[config.mk]
export PLATFORM = sky130hd
export DESIGN_NAME = conv_result_writer
export DESIGN_NICKNAME = d
export VERILOG_FILES = /design/src/rtl/conv_pkg.sv /design/src/rtl/conv_write_addr_cnt.sv /design/src/rtl/conv_result_writer.sv
export SDC_FILE = /design/constraint.sdc
export NUM_CORES = 1
export LEC_CHECK = 0
export BUFFER_PORTS_ARGS = -buffer_cell sky130_fd_sc_hd__buf_2
export CORE_ASPECT_RATIO = 1.5
export CORE_MARGIN = 2
export CORE_UTILIZATION = 32
export DETAILED_ROUTE_END_ITERATION = 10
export PLACE_DENSITY = 0.51
export SYNTH_ARGS = -nofsm -noshare
export SYNTH_HDL_FRONTEND = slang
export SYNTH_HIERARCHICAL = 1
export SYNTH_SLANG_ARGS = --single-unit
[constraint.sdc]
create_clock -name clk -period 2.7 [get_ports clk]
set_input_delay 0.27 -clock clk [delete_from_list [all_inputs] [get_ports clk]]
set_output_delay 0.27 -clock clk [all_outputs]
set_load 0.01 [all_outputs]
[src/rtl/conv_pkg.sv]
// Shared types and helpers for the convolution write-back path.
package conv_pkg;

  localparam int unsigned DEF_ADDR_WIDTH = 16;
  localparam int unsigned DEF_DATA_WIDTH = 32;

  // Control flags carried alongside every pipeline stage's address and data.
  typedef struct packed {
    logic valid;  // stage holds a live beat
    logic acc;    // beat belongs to a slice > 0: read-modify-write
    logic last;   // beat is the final one of the output frame
  } stage_ctl_t;

  // Number of output pixels per channel map.
  function automatic int unsigned map_size(input int unsigned h, input int unsigned w);
    return h * w;
  endfunction

  // Counter width able to hold 0..n-1, never narrower than one bit.
  function automatic int unsigned cnt_width(input int unsigned n);
    return (n > 1) ? $clog2(n) : 1;
  endfunction

endpackage

[src/rtl/conv_write_addr_cnt.sv]
// Nested col/row/slice/channel counters and the write-address pointer.
// The address is an incrementing pointer plus a channel-base register.
module conv_write_addr_cnt
  import conv_pkg::*;
#(
  parameter int unsigned           ADDR_WIDTH = DEF_ADDR_WIDTH,
  parameter int unsigned           OUT_HEIGHT = 31,
  parameter int unsigned           OUT_WIDTH  = 31,
  parameter int unsigned           IN_DEPTH   = 1,
  parameter int unsigned           OUT_CH     = 1,
  parameter logic [ADDR_WIDTH-1:0] BASE_ADDR  = '0
) (
  input  logic                  clk,
  input  logic                  rst_n,
  input  logic                  enable_i,
  input  logic                  step_i,
  output logic [ADDR_WIDTH-1:0] addr_o,
  output logic                  acc_o,
  output logic                  last_o,
  output logic                  idle_o
);

  localparam int unsigned CW = cnt_width(OUT_WIDTH);
  localparam int unsigned RW = cnt_width(OUT_HEIGHT);
  localparam int unsigned SW = cnt_width(IN_DEPTH);
  localparam int unsigned OW = cnt_width(OUT_CH);
  localparam logic [ADDR_WIDTH-1:0] MAP_STEP = ADDR_WIDTH'(map_size(OUT_HEIGHT, OUT_WIDTH));

  logic [CW-1:0]         col_q, col_d;
  logic [RW-1:0]         row_q, row_d;
  logic [SW-1:0]         slice_q, slice_d;
  logic [OW-1:0]         och_q, och_d;
  logic [ADDR_WIDTH-1:0] ptr_q, ptr_d;
  logic [ADDR_WIDTH-1:0] chb_q, chb_d;

  logic col_last, row_last, slice_last, och_last;
  logic map_end, ch_end, frame_end;

  assign col_last   = (col_q   == CW'(OUT_WIDTH - 1));
  assign row_last   = (row_q   == RW'(OUT_HEIGHT - 1));
  assign slice_last = (slice_q == SW'(IN_DEPTH - 1));
  assign och_last   = (och_q   == OW'(OUT_CH - 1));
  assign map_end    = col_last && row_last;
  assign ch_end     = map_end && slice_last;
  assign frame_end  = ch_end && och_last;

  // Next-state for the counters and the address pointer on each accepted beat.
  always_comb begin
    // NOTE: every signal gets a default first so no path leaves it unassigned (no latch).
    col_d   = col_q;
    row_d   = row_q;
    slice_d = slice_q;
    och_d   = och_q;
    ptr_d   = ptr_q;
    chb_d   = chb_q;
    if (!enable_i) begin
      col_d   = '0;
      row_d   = '0;
      slice_d = '0;
      och_d   = '0;
      ptr_d   = BASE_ADDR;
      chb_d   = BASE_ADDR;
    end else if (step_i) begin
      col_d = col_last ? '0 : col_q + CW'(1);
      if (col_last) row_d   = row_last   ? '0 : row_q   + RW'(1);
      if (map_end)  slice_d = slice_last ? '0 : slice_q + SW'(1);
      if (ch_end)   och_d   = och_last   ? '0 : och_q   + OW'(1);
      if (frame_end) begin
        ptr_d = BASE_ADDR;
        chb_d = BASE_ADDR;
      end else if (ch_end) begin
        chb_d = chb_q + MAP_STEP;
        ptr_d = chb_q + MAP_STEP;
      end else if (map_end) begin
        ptr_d = chb_q;  // next input slice revisits the same channel map
      end else begin
        ptr_d = ptr_q + ADDR_WIDTH'(1);
      end
    end
  end

  // Counter and pointer registers.
  always_ff @(posedge clk or negedge rst_n) begin
    if (!rst_n) begin
      col_q   <= '0;
      row_q   <= '0;
      slice_q <= '0;
      och_q   <= '0;
      ptr_q   <= BASE_ADDR;
      chb_q   <= BASE_ADDR;
    end else begin
      // NOTE: non-blocking assignments so all registers update from the same pre-edge values.
      col_q   <= col_d;
      row_q   <= row_d;
      slice_q <= slice_d;
      och_q   <= och_d;
      ptr_q   <= ptr_d;
      chb_q   <= chb_d;
    end
  end

  assign addr_o = ptr_q;
  assign acc_o  = (slice_q != '0);
  assign last_o = frame_end;
  assign idle_o = (col_q == '0) && (row_q == '0) && (slice_q == '0) && (och_q == '0)
               && (ptr_q == BASE_ADDR) && (chb_q == BASE_ADDR);

endmodule

[src/rtl/conv_result_writer.sv]
// Write-back engine: accumulates convolution results across input depth
// slices into the output feature-map memory via a 3-stage read-modify-write pipe.
module conv_result_writer
  import conv_pkg::*;
#(
  parameter int unsigned           ADDR_WIDTH = DEF_ADDR_WIDTH,
  parameter int unsigned           DATA_WIDTH = DEF_DATA_WIDTH,
  parameter int unsigned           OUT_HEIGHT = 31,
  parameter int unsigned           OUT_WIDTH  = 31,
  parameter int unsigned           IN_DEPTH   = 1,
  parameter int unsigned           OUT_CH     = 1,
  parameter logic [ADDR_WIDTH-1:0] BASE_ADDR  = '0
) (
  input  logic                  clk,
  input  logic                  rst_n,
  input  logic                  enable,
  input  logic                  in_valid,
  output logic                  in_ready,
  input  logic [DATA_WIDTH-1:0] in_data,
  output logic                  rd_en,
  output logic [ADDR_WIDTH-1:0] rd_addr,
  input  logic [DATA_WIDTH-1:0] rd_data,
  output logic                  wr_en,
  output logic [ADDR_WIDTH-1:0] wr_addr,
  output logic [DATA_WIDTH-1:0] wr_data,
  output logic                  busy,
  output logic                  frame_done
);

  typedef logic [ADDR_WIDTH-1:0] addr_t;
  typedef logic [DATA_WIDTH-1:0] data_t;

  typedef struct packed {
    stage_ctl_t ctl;
    addr_t      addr;
    data_t      data;
  } stage_t;

  // s0: accepted beat, drives the read; s1: read data returning; s2: write.
  stage_t s0_q, s0_d, s1_q, s1_d, s2_q, s2_d;

  logic  accept;
  addr_t cnt_addr;
  logic  cnt_acc, cnt_last, cnt_idle;

  assign in_ready = enable & rst_n;
  assign accept   = in_valid & in_ready;

  conv_write_addr_cnt #(
    .ADDR_WIDTH (ADDR_WIDTH),
    .OUT_HEIGHT (OUT_HEIGHT),
    .OUT_WIDTH  (OUT_WIDTH),
    .IN_DEPTH   (IN_DEPTH),
    .OUT_CH     (OUT_CH),
    .BASE_ADDR  (BASE_ADDR)
  ) u_addr_cnt (
    .clk      (clk),
    .rst_n    (rst_n),
    .enable_i (enable),
    .step_i   (accept),
    .addr_o   (cnt_addr),
    .acc_o    (cnt_acc),
    .last_o   (cnt_last),
    .idle_o   (cnt_idle)
  );

  // Pipeline advance; dropping enable empties every stage so in-flight beats are never written.
  always_comb begin
    s0_d = '0;
    s1_d = '0;
    s2_d = '0;
    if (enable) begin
      s0_d.ctl.valid = accept;
      s0_d.ctl.acc   = accept & cnt_acc;
      s0_d.ctl.last  = accept & cnt_last;
      s0_d.addr      = cnt_addr;
      s0_d.data      = in_data;
      s1_d           = s0_q;
      s2_d           = s1_q;
      // Accumulate wraps modulo 2^DATA_WIDTH.
      if (s1_q.ctl.acc) s2_d.data = s1_q.data + rd_data;
    end
  end

  // Stage registers.
  always_ff @(posedge clk or negedge rst_n) begin
    if (!rst_n) begin
      // NOTE: payload fields are reset too, so rd_addr/wr_addr/wr_data read 0 under reset.
      s0_q <= '0;
      s1_q <= '0;
      s2_q <= '0;
    end else begin
      s0_q <= s0_d;
      s1_q <= s1_d;
      s2_q <= s2_d;
    end
  end

  assign rd_en      = s0_q.ctl.valid & s0_q.ctl.acc;
  assign rd_addr    = s0_q.addr;
  assign wr_en      = s2_q.ctl.valid;
  assign wr_addr    = s2_q.addr;
  assign wr_data    = s2_q.data;
  assign frame_done = s2_q.ctl.valid & s2_q.ctl.last;
  assign busy       = enable & (s0_q.ctl.valid | s1_q.ctl.valid | s2_q.ctl.valid | ~cnt_idle);

endmodule

# After elaboration in Yosys (flattened, before gate mapping)
# Index checks and enable logic that the tools add are counted.
# totals
register_bits,196
inputBits,68
out_inout_bits,69
# classes
add_sub_neg,7
eq_ne,7
n_mux,28
bitwise,13
n_reduce_logical,16
# op_table
operator,count
$mux W51,3
$mux W16,9
$mux W5,7
$add A32 B32 Y32,1
$logic_not A16 Y1,2
$mux W32,1
$add A16 B1 Y16 const B,1
$add A16 B10 Y16 const B,1
$add A5 B1 Y5 const B,2
$eq A5 B5 Y1 const B,2
$logic_not A5 Y1,2
$logic_and A1 B1 Y1,8
$mux W1,8
$ne A2 B1 Y1 const B,4
$reduce_and A2 Y1,4
$and A1 B1 Y1,7
$ne A3 B1 Y1 const B,1
$not A1 Y1,3
$or A1 B1 Y1,3
$add A1 B1 Y1 const B,2

# Longest topological paths before layout
# Gate-level depths: netlist of run 1.
# depth
word_depth,9
ltp_mapped,10
mapped_depth_nobuf,10

# By module
# Netlist of run 1, hierarchy kept.
# by_module_without_submodules
module,instances,cells_each,area_per_inst_um2,seq_area_each_um2
conv_result_writer,1,686,7408.4,3803.6
conv_write_addr_cnt,1,210,2108.3,1051.0

# Worst setup path after synthesis of run 1
# OpenSTA, ideal clock, no wires.
# synth_timing
path_kind,register -> register
from,register s1_q[0] (netlist bit)
to,register s2_q (netlist bit wr_data[20])
setup_ns,0.124
t_arrival_ns,2.431
required_ns,2.576
path_slack_ns,0.145
stages_incl_launch_ff,11
path_buffers,0
synth_period_minus_slack_ns,2.555
path_cell_list,dfrtp_1 -> ha_1 -> fa_1 -> a21oi_1 -> o22ai_1 -> o2111ai_1 -> nand2_1 -> a41o_1 -> a41o_2 -> mux2i_1 -> a211o_1
# synth_lines
item,line,rtl
from (decl),conv_result_writer.sv:40,"stage_t s0_q, s0_d, s1_q, s1_d, s2_q, s2_d;"
from (signal assigned),conv_result_writer.sv:90,s1_q <= '0;
from (signal assigned),conv_result_writer.sv:94,s1_q <= s1_d;
to (signal assigned),conv_result_writer.sv:91,s2_q <= '0;
to (signal assigned),conv_result_writer.sv:95,s2_q <= s2_d;
to (decl),conv_result_writer.sv:40,

==> results.sh, run 1 <==
export IMPL_status="finished, final reports clean"
export IMPL_rows=77
export IMPL_placed_area_um2=10200
export IMPL_synth_distinct_cells=76
export IMPL_synth_seq_cells=194
export IMPL_cts_tree="yes"
export IMPL_finalNonFillerCells=1381
export IMPL_wire_per_inst_um=15.1
export IMPL_relSlewSlack_pct=40.0
export IMPL_place_port_buffers=136
export IMPL_async_reset_ff_share_pct=100
export IMPL_postRouteAntennaNets=0
export IMPL_antenna_found_initial=0
export IMPL_fin_nets=1082
export IMPL_syn_area_per_cell_um2=10.6
export IMPL_clkSinkCount=194
export IMPL_syn_to_final_growth_pct=15.2
export IMPL_clk_pin_slew_ns=0.07
export IMPL_mostFrequentLayoutCells="dfrtp_1, buf_2, and2_1"
export IMPL_yosysSeqAreaShare_pct=51.0
export IMPL_grt_max_degree=72
export IMPL_synth_area_um2=9520
export IMPL_yosys_area_top_type="dfrtp_1"
export IMPL_die_w_um=145
export IMPL_worst_pin_slew_ns=0.900
export IMPL_post_place_cells=1347
export IMPL_dr_pass1_iters=5
export IMPL_io_pins=137
export IMPL_vias=6379
export IMPL_crit_path_end_kind="register"
export IMPL_viasPerCell=4.62
export IMPL_drc=0
export IMPL_synth_ff_type="dfrtp_1"
export IMPL_die_h_um=215
export IMPL_drtIter0Drc=295
export IMPL_whs_ns=0.0392
export IMPL_fin_area_um2=11000
export IMPL_rsz0062_at_grt="true"
export IMPL_fin_crit_ns=2.68
export IMPL_syn_inst=896
export IMPL_dpl_hpwl_mm=15.3
export IMPL_pre_cts_slack_ns=-0.168
export IMPL_insertion_delay_ns=0.44
export IMPL_mostFrequentLayoutCell="dfrtp_1"
export IMPL_max_cap_viol_count=0
export IMPL_gp_congestion=0.855
export IMPL_worstPathRequired_ns=3.03
export IMPL_fillers=2923
export IMPL_grt_pass1_wl_mm=34.2
export IMPL_clock_path_buffers=2
export IMPL_synth_edff_count=0
export IMPL_core_um2=29400
export IMPL_cts_buffers=17
export IMPL_grt_pass1_vias=6368
export IMPL_ir_worst_vdd_v=0.000348
export IMPL_cts_root_buffer="clkbuf_16"
export IMPL_synth_area_leaders="dfrtp_1, and2_1, buf_4, ha_1, a21oi_1"
export IMPL_synth_top_cell_area_share_pct=51.0
export IMPL_htreeDepth=4
export IMPL_fp_dieArea_um2=31200
export IMPL_final_hold_violation_count=0
export IMPL_start_util_pct=32.4
export IMPL_skew_ns=0.00880
export IMPL_p_per_area_nw_per_um2=585
export IMPL_critPathMaxFanout=3
export IMPL_synth_warning_count=6
export IMPL_wirelength_mm=20.9
export IMPL_n_antenna_cell=0
export IMPL_drive_gt1_share_pct=23.7
export IMPL_setup_ws_ns=0.0232
export IMPL_grt_overflow=0
export IMPL_p_leak_nw=5.48
export IMPL_arrival_ns=3.01
export IMPL_crit_type="register to register"
export IMPL_power_total_w=0.00641
export IMPL_finalSetupViolations=0
export IMPL_grt_use_total_pct=14.1
export IMPL_syn_num_nets=1005
export IMPL_slew_viol_final=0
export IMPL_start_kind="register"
export IMPL_fin_crit_sh_pct=99.1
export IMPL_max_freq_mhz=374
export IMPL_hold_class="input port to register"
## critical path, cell delays in order (launching register included)
cell and delay (ns):
dfrtp_1 0.41, ha_4 0.18, fa_2 0.42, a21oi_4 0.20, o22ai_4 0.10, o2111ai_2 0.17
buf_4 0.16, a21oi_4 0.06, o32ai_4 0.31, o21ai_2 0.10, and4b_1 0.19, a211o_1 0.26
## where the power goes
group          internal [W]  switching (W)  total [W]
Sequential          0.00297      0.0000384    0.00301
Clock               0.00167        0.00110    0.00277
Combinational      0.000258       0.000374   0.000632
## cell usage after synthesis (5+ instances only)
master,instances
dfrtp_1,194
o211ai_1,7
o21bai_1,5
nor2_1,47
mux2i_1,15
ha_1,40
o21ai_0,31
buf_2,6
or3_1,6
nor4b_1,5
nand3_1,28
and2_1,128
and3_1,7
a21o_1,14
nand2_1,45
xnor2_1,10
inv_1,21
xor2_1,17
a21oi_1,39
clkbuf_1,22
nor3_1,8
nor2b_1,17
nand4_1,20
nor4_1,7
buf_4,69
## flip-flops by register name (all words and copies together), names as in the netlist
name	cells
wr_en	1
u_addr_cnt/addr_o	16
rd_addr	16
wr_addr	16
wr_data	32
s0_q	35
u_addr_cnt/col_q	5
s2_q	1
s1_q	51
u_addr_cnt/row_q	5
u_addr_cnt/chb_q	16
## layout make-up
type / instances / area, µm² / area share [%]
flip-flops and latches: 194 / 4860 / 44.3
well taps: 395 / 494 / 4.51
inverters: 21 / 78.8 / 0.719
clock inverters: 13 / 205 / 1.87
multi-input cells: 577 / 4000 / 36.4
clock buffers: 19 / 443 / 4.04
repair buffers: 162 / 890 / 8.12
## layer usage
metal	track usage (%)	up-vias	routed length [µm]
met3	2.65	15	768
li1	-	3144	-
met2	24.0	109	10800
met4	4.85	0	332
met5	0	-	0
met1	17.9	3111	8990
## final timing paths
check                      cells past startpoint   startpoint                    end  slack (ns)
setup / recovery                              11      s1_q[0]            wr_data[30]        0.02
hold / removal                                 2  in_data[28]               s0_q[28]        0.04
setup reg to reg                              11      s1_q[0]            wr_data[30]        0.02
hold reg to reg                                1     s0_q[22]               s1_q[22]        0.45
max in group asynchronous                      4        rst_n  u_addr_cnt/addr_o[11]        0.88
min in group asynchronous                      3        rst_n               s0_q[23]        0.51
## cells by family after synthesis
logic type               Yosys count  synth area share, %
AO/OA/AOI/OAI                    134                 9.24
adder cells (fa/ha/maj)           41                 5.47
flip-flops                       194                 51.0
AND/OR/NAND/NOR                  358                 21.9
other                              1               0.0394
buffers and inverters            125                 8.20
XOR/XNOR                          27                 2.48
multiplexers                      16                 1.70
## metrics by stage
| stage | setup TNS (ns) | utilization [%] |
|---|---|---|
| 2_1_floorplan | 0 | - |
| 3_3_place_gp | -0.274 | 34.7 |
| 3_5_place_dp | -0.339 | 34.7 |
| 4_1_cts | 0 | 37.0 |
| 5_1_grt | -0.162 | 37.3 |
| 6_report | 0 | 37.3 |
## repair_timing
action | in CTS | in global routing
buffers inserted | 0 | 1
hold buffers | 1 | 0
pin swaps | 2 | 11
endpoints found under the setup margin | 4 | 10
hold endpoints to repair | 123 | 0
resized for setup | 5 | 14
(Power assumes the default switching activity.)
==> run 2, diff against run 1 <==
PLACE_DENSITY = 0.57   (was 0.51)
==> results.sh, run 2 (synthesized netlist as in run 1, its figures left out) <==
export IMPL_max_cap_viol_count=0
export IMPL_crit_type="register to register"
export IMPL_critPathMaxFanout=3
export IMPL_p_per_area_nw_per_um2=563
export IMPL_grt_pass1_wl_mm=33.6
export IMPL_wirelength_mm=20.7
export IMPL_status="finished, violations left"
export IMPL_finalNonFillerCells=1390
export IMPL_vias=6493
export IMPL_postRouteAntennaNets=0
export IMPL_clkSinkCount=194
export IMPL_hold_class="input port to asynchronous set/reset pin"
export IMPL_insertion_delay_ns=0.45
export IMPL_mostFrequentLayoutCells="dfrtp_1, buf_2, and2_1"
export IMPL_grt_pass1_vias=6550
export IMPL_syn_to_final_growth_pct=15.4
export IMPL_rsz0062_at_grt="true"
export IMPL_finalSetupViolations=0
export IMPL_arrival_ns=2.97
export IMPL_final_hold_violation_count=30
export IMPL_fin_crit_sh_pct=97.8
export IMPL_fin_tns_setup_ns=0
export IMPL_start_kind="register"
export IMPL_largest_register="s1_q"
export IMPL_clock_path_buffers=2
export IMPL_n_antenna_cell=0
export IMPL_fp_dieArea_um2=31200
export IMPL_post_place_cells=1355
export IMPL_htreeDepth=4
export IMPL_start_util_pct=32.4
export IMPL_grt_overflow=0
export IMPL_worstPathRequired_ns=3.03
export IMPL_dpl_hpwl_mm=14.7
export IMPL_die_h_um=215
export IMPL_cts_buffers=17
export IMPL_drive_gt1_share_pct=24.1
export IMPL_crit_path_end_kind="register"
export IMPL_slew_viol_final=0
export IMPL_drc=0
export IMPL_wire_per_inst_um=14.9
export IMPL_rows=77
export IMPL_die_w_um=145
export IMPL_whs_ns=-0.0363
export IMPL_antenna_found_initial=0
export IMPL_power_total_w=0.00619
export IMPL_p_leak_nw=5.50
export IMPL_skew_ns=0.0135
export IMPL_grt_use_total_pct=14.0
export IMPL_ir_worst_vdd_v=0.000498
export IMPL_relSlewSlack_pct=48.4
export IMPL_grt_max_degree=144
export IMPL_gp_congestion=0.898
export IMPL_dr_pass1_iters=4
export IMPL_drtIter0Drc=242
export IMPL_viasPerCell=4.67
export IMPL_max_freq_mhz=379
export IMPL_cts_tree="yes"
export IMPL_violations="hold timing"
export IMPL_fillers=2938
export IMPL_place_port_buffers=136
export IMPL_largest_reg_flops=51
export IMPL_cts_root_buffer="clkbuf_16"
export IMPL_fin_nets=1091
export IMPL_core_um2=29400
export IMPL_clk_pin_slew_ns=0.08
export IMPL_mostFrequentLayoutCell="dfrtp_1"
export IMPL_worst_pin_slew_ns=0.773
export IMPL_fin_crit_ns=2.64
export IMPL_io_pins=137
run 2: final cells by class:
class	instances	area, µm²	share of cell area (%)
inverters	21	78.8	0.718
clock inverters	11	116	1.06
well taps	395	494	4.50
flip-flops and latches	194	4860	44.2
repair buffers	171	985	8.96
multi-input cells	577	3990	36.3
clock buffers	21	470	4.28
run 2: repair_timing:
action                                  in CTS  in global routing
hold endpoints to repair                     2                  0
setup buffers                                0                  1
pin swaps                                    1                 10
hold buffers                                 2                  0
endpoints found under the setup margin       3                 11
gates resized for setup                      3                 16
run 2: power by group:
part,switching (W),internal [W]
Sequential,0.0000383,0.00297
Clock,0.00116,0.00137
Combinational,0.000379,0.000267
Total,0.00158,0.00461
run 2: through the flow:
stage / instance area, µm² / setup slack (ns) / utilization [%]
6_report: 11000 / 0.0604 / 37.4
5_1_grt: 11000 / -0.0790 / 37.4
4_1_cts: 10900 / 0.0107 / 37.0
3_5_place_dp: 10300 / -0.186 / 34.9
3_3_place_gp: 10300 / -0.134 / 34.9
2_1_floorplan: 9520 / 0.145 / -
run 2: worst paths after layout:
kind	cells past startpoint	to	from	slack (ns)
setup / recovery	11	wr_data[30]	s1_q[0]	0.06
hold / removal	2	s0_q[50]	rst_n	-0.04
setup reg to reg	11	wr_data[30]	s1_q[0]	0.06
hold reg to reg	1	wr_addr[15]	s1_q[47]	0.45
max in group asynchronous	2	u_addr_cnt/addr_o[6]	rst_n	2.13
min in group clk	2	s0_q[24]	in_data[24]	0.03
run 2: routing by layer:
metal | routed length, µm | vias to the layer above | part of all wire (%) | GRT usage [%]
met5 | 0 | - | 0 | 0
met3 | 1000 | 25 | 4.8 | 3.45
met1 | 8570 | 3164 | 41 | 16.7
met2 | 10500 | 140 | 51 | 23.4
li1 | - | 3164 | - | -
met4 | 589 | 0 | 2.8 | 6.15
run 2: critical path, stage by stage, from the launching register on:
cell,delay [ns]
dfrtp_1,0.41
ha_4,0.18
fa_2,0.42
a21oi_4,0.17
o22ai_4,0.10
o2111ai_2,0.18
buf_4,0.16
a21oi_4,0.06
o32ai_4,0.30
o21ai_1,0.12
and4b_1,0.19
a211o_1,0.22
